## src/rtl/imem_loader.sv

```systemverilog
// Instruction memory with a byte-stream program loader and a CPU read port; IDLE/LOAD/RUN/ERR FSM.
// Reads have zero-cycle latency; loader backpressure is via wr_ready. Optional checksum gate: IMEM_LOADER_CHECKSUM_EN.
module imem_loader #(
    parameter int         DEPTH = 256,
    parameter logic [7:0] NOP   = 8'h00
) (
    input  logic       clock,
    input  logic       clear,
    input  logic       load_start,
    input  logic       wr_valid,
    input  logic [7:0] wr_data,
    input  logic       wr_last,
    output logic       wr_ready,
    input  logic [7:0] read_address,
    output logic [7:0] instruction,
    output logic       cpu_run,
    output logic [8:0] load_count,
    output logic       overflow_err
`ifdef IMEM_LOADER_CHECKSUM_EN
    ,
    input  logic [7:0] expected_sum,
    output logic [7:0] checksum,
    output logic       checksum_ok
`endif
);

    typedef enum logic [1:0] {IDLE, LOAD, RUN, ERR} state_t;

    localparam logic [8:0] DEPTH_CNT = 9'(DEPTH);

    state_t     state_q, state_d;
    logic [8:0] load_count_q, load_count_d;
    logic [7:0] mem [DEPTH];
    logic       hs;
`ifdef IMEM_LOADER_CHECKSUM_EN
    logic [7:0] checksum_q, checksum_d;
`endif

    assign hs         = wr_valid & wr_ready;
    assign load_count = load_count_q;

    always_ff @(posedge clock or posedge clear) begin
        if (clear) begin
            state_q      <= IDLE;
            load_count_q <= '0;
`ifdef IMEM_LOADER_CHECKSUM_EN
            checksum_q   <= '0;
`endif
        end else begin
            state_q      <= state_d;
            load_count_q <= load_count_d;
`ifdef IMEM_LOADER_CHECKSUM_EN
            checksum_q   <= checksum_d;
`endif
        end
    end

    // Program storage is deliberately not reset.
    always_ff @(posedge clock) begin
        if (hs) begin
            mem[load_count_q[7:0]] <= wr_data;
        end
    end

    always_comb begin
        state_d      = state_q;
        load_count_d = load_count_q;
`ifdef IMEM_LOADER_CHECKSUM_EN
        checksum_d   = checksum_q;
`endif
        case (state_q)
            LOAD: begin
                if (load_start) begin
                    load_count_d = '0;
`ifdef IMEM_LOADER_CHECKSUM_EN
                    checksum_d   = '0;
`endif
                end else if (hs) begin
                    load_count_d = load_count_q + 9'd1;
`ifdef IMEM_LOADER_CHECKSUM_EN
                    checksum_d   = checksum_q + wr_data;
`endif
                    if (wr_last) begin
                        state_d = RUN;
                    end
                end else if (load_count_q == DEPTH_CNT) begin
                    state_d = ERR;
                end
            end
            default: begin
                if (load_start) begin
                    state_d      = LOAD;
                    load_count_d = '0;
`ifdef IMEM_LOADER_CHECKSUM_EN
                    checksum_d   = '0;
`endif
                end
            end
        endcase
    end

    always_comb begin
        wr_ready     = (state_q == LOAD) && !load_start && (load_count_q < DEPTH_CNT);
        overflow_err = (state_q == ERR);
        instruction  = NOP;
        if ((state_q == RUN) && ({1'b0, read_address} < load_count_q)) begin
            instruction = mem[read_address];
        end
`ifdef IMEM_LOADER_CHECKSUM_EN
        checksum    = checksum_q;
        checksum_ok = (state_q == RUN) && (checksum_q == expected_sum);
        cpu_run     = checksum_ok;
`else
        cpu_run     = (state_q == RUN);
`endif
    end

endmodule

```

## config.mk

```make
export PLATFORM = sky130hd
export DESIGN_NAME = imem_loader
export DESIGN_NICKNAME = d
export VERILOG_FILES = /design/src/rtl/imem_loader.sv
export SDC_FILE = /design/constraint.sdc
export NUM_CORES = 2
export LEC_CHECK = 0
export ABC_CLOCK_PERIOD_IN_PS = 3180
export BUFFER_PORTS_ARGS = -buffer_cell sky130_fd_sc_hd__buf_2
export CORE_MARGIN = 2
export CORE_UTILIZATION = 45
export DETAILED_ROUTE_END_ITERATION = 12
export PLACE_DENSITY = 0.56
export SYNTH_ARGS = -nofsm -noshare
export SYNTH_HDL_FRONTEND = slang
export SYNTH_SLANG_ARGS = --single-unit
```

## constraint.sdc

```tcl
create_clock -name clock -period 3.18 [get_ports clock]
set_input_delay 0 -clock clock [delete_from_list [all_inputs] [get_ports clock]]
set_output_delay 0 -clock clock [all_outputs]
set_load 0.01 [all_outputs]
```

==> results.py <==
metrics = {
    "outcome": {
        "status": "complete, but fails checks",
        "violations": "setup timing",
    },
    "global_route": {
        "grtUsageTotal_pct": 26.2,
        "grt_antenna_before_repair": 4,
        "grt_max_degree": 117,
        "grt-ovfl-total": 0,
        "grt_pass1_vias": 43898,
        "grt_pass1_wl_um": 340000,
    },
    "timing": {
        "clock.fmax_mhz": 270,
        "post-route-min-period_ns": 3.70,
        "setup-tns-final_ns": -3.34,
        "grt_setup_unrepaired": "yes",
        "holdWs_ns": 0.200,
        "setup_ws_ns": -0.520,
        "period_share_pct": 116,
        "max_slew_margin_pct": 23.9,
        "worstMarginPinSlew_ns": 1.13,
        "setup_violations": 8,
        "fin_skew_ns": 0.0345,
        "slew_violations": 0,
        "hold_viol": 0,
    },
    "power_and_ir_drop": {
        "p_leak_nw": 32.0,
        "vdd_drop_max_mv": 0.530,
        "total_power_mw": 57.5,
        "power.density_nw_per_um2": 596,
    },
    "synth": {
        "yosys.cell_types.count": 64,
        "synthFlopType": "edfxtp_1",
        "avgSynthCellArea_um2": 19.9,
        "synth_top_family_by_area": "multiplexers",
        "syn_inst": 4085,
        "synthesis.nets": 4119,
        "synth_top_area_share_pct": 75.8,
        "synth-edff-count": 2048,
        "ys_async_sr_fraction_pct": 0.534,
        "yosys_warnings": 0,
        "synthAdderAreaFrac_pct": 0.200,
        "seq_area_frac_synth_pct": 76.1,
        "synth_area_leaders": "edfxtp_1 (76%), mux4_2 (9.8%), mux2i_1 (4.1%), a221oi_1 (1.4%), nor2_1 (1.4%)",
        "yosys.area.top_type": "edfxtp_1",
        "synth-simple-area-share_pct": 3.03,
        "muxShareOfSynthArea_pct": 14.2,
        "synth_compound_area_share_pct": 4.43,
        "synth_xor_area_share_pct": 0,
        "yosysMostFrequentCell": "edfxtp_1",
        "syn_area_um2": 81100,
        "netlist_top_cells_count": "edfxtp_1 (2048), mux4_2 (353), mux2i_1 (336)",
        "ys_ff_latch": 2059,
    },
    "clocking": {
        "root_buffer": "clkbuf_16",
        "cts_tree": "done",
        "clk_pin_slew_worst_paths_ns": 0.07,
        "cts.sinks": 2059,
        "numCtsBuffers": 208,
        "clk_latency_ns": 0.84,
        "htreeDepth": 4,
        "clk_path_buf_depth": 3,
    },
    "detailed_routing": {
        "drtPass1Iterations": 5,
        "ant_nets": 0,
        "drc": 0,
        "dr_total_vias": 44675,
        "wl_per_cell_um": 33.3,
        "drt_iter0_drc": 5939,
        "viasPerCell": 6.12,
        "wl_um": 243000,
    },
    "setup_path": {
        "worstPathArrival_ns": 3.70,
        "critPathKind": "flip-flop to output pin",
        "path_buf_inv": 4,
        "critPathTopFamily": "compound AO/OA/AOI/OAI gates",
        "cp.depth": 12,
        "startpoint_type": "flip-flop",
        "crit_path_frequent_cell": "a211oi_4",
        "ff2ff_path_depth": 18,
        "cp-end-kind": "output pin",
        "cp_slowest_cell": "dfrtp_1",
        "crit_chain": "inv_2 -> ha_4 -> o21a_1 -> nor2_4 -> o31a_1 -> o211ai_1 -> clkbuf_16 -> a211oi_4 -> a211oi_4 -> nand4_1 -> buf_4 -> buf_6",
        "crit_required_ns": 3.18,
        "path_max_fanout": 2,
        "critPathMaxStageDelay_ns": 0.37,
    },
    "floorplan": {
        "fp.dieArea_um2": 184000,
        "die_x_um": 429,
        "rows": 155,
        "core-area_um2": 179000,
        "die_y_um": 429,
        "start_util_pct": 45.4,
        "ioPinCount": 41,
    },
    "flow_run": {
        "cap_viol_max_count": 0,
    },
    "hold_path": {
        "hold_path.class": "primary input to flip-flop",
        "hold_depth": 5,
    },
    "layout": {
        "fin_nets": 4805,
        "drive_gt1_share_pct": 30.0,
        "syn_to_final_growth_pct": 19.0,
    },
    "placed_design": {
        "port_buffers": 40,
        "hpwl_um": 157000,
        "finalWeightedCongestion": 0.891,
        "pre_cts_ws_ns": -0.481,
    },
}
[per-stage QoR]
stage	util [%]	cells	area, um2
2_1_floorplan	-	4085	81100
3_3_place_gp	49.7	6888	88800
3_5_place_dp	49.7	6888	88800
4_1_cts	53.9	7303	96400
5_1_grt	54.0	7303	96600
6_report	54.0	7305	96600
[report_power, final]
group	internal (mW)	switching [mW]	leakage, nW
Clock	13.6	10.2	3.18
Combinational	1.39	2.49	10.3
Sequential	29.9	0.0170	18.5
Total	44.9	12.7	32.0
[logic make-up (layout without fill, tap and decap cells)]
kind of cell / after synthesis / count (layout)
flops: 2059 / 2059
simple gates: 559 / 559
buf+inv: 270 / 1132
fa+ha+maj: 13 / 13
compound gates: 487 / 487
mux: 697 / 697
other cells: 0 / 3
[worst paths after layout]
kind	from	endpoint	slack (ns)
min in group asynchronous	clear	load_count[2]	0.35
setup / recovery	load_count[2]	instruction[7]	-0.52
hold / removal	wr_last	state_q[0]	0.20
setup reg to reg	load_count[2]	mem[39][3]	0.08
max in group asynchronous	clear	load_count[1]	2.40
hold reg to reg	state_q[1]	state_q[1]	0.62
[state kept, by name, indices dropped and copies added (netlist names)]
signal / cells
mem: 2048
load_count: 9
state_q: 2
[layout make-up]
type                       count  area, um2
clock inverter               120       1010
antenna                        3       7.51
tap                         2355       2950
timing repair buffer         728       6830
fill                       14129      82200
sequential                  2059      61800
inverter                      18       72.6
clock buffer                 266       5530
multi-input combinational   1756      18400
[tightest hold or removal path, stage by stage]
cell and delay [ns]:
buf_2 0.09, a221oi_1 0.07, dlygate4sd3_1 0.56, nor2_1 0.17
a31oi_1 0.11
[metal layers]
layer  vias to the layer above  routed length, um  track usage, %
met2                      2023             116000            41.6
met3                       381              18400            4.36
met1                     23895              99600            36.8
met4                         0               9510            9.33
li1                      18376                  -               -
met5                         -                  0               0
[what timing repair did]
action                                  in CTS  in global routing
hold buffers                                13                  0
hold endpoints to repair                   576                  0
gates cloned                                 0                  2
setup buffers                               26                  3
pin swaps                                   43                 13
endpoints found under the setup margin       8                529
gates resized for setup                    193                 32
[cells in the final DEF (no fill, tap or decap), types with 12 or more instances in the layout]
cell              n
a21oi_1          62
a221o_1          29
a221oi_1        129
a22oi_1          45
a31oi_1          15
buf_12           79
buf_2            23
buf_4           527
buf_6            70
bufinv_16        17
clkbuf_1         53
clkbuf_16       216
clkinv_1         59
clkinv_2         33
dlygate4sd3_1    13
edfxtp_1       2048
inv_1            12
mux2i_1         336
mux4_2          353
nand2_1          73
nand2b_1         22
nand3_1          21
nand4_1          19
nor2_1          248
nor2_2           36
nor2_4           19
nor3_1           39
nor4_1           13
o21ai_0          75
o31ai_1          18
No activity file was read; power rests on OpenSTA's default activity.
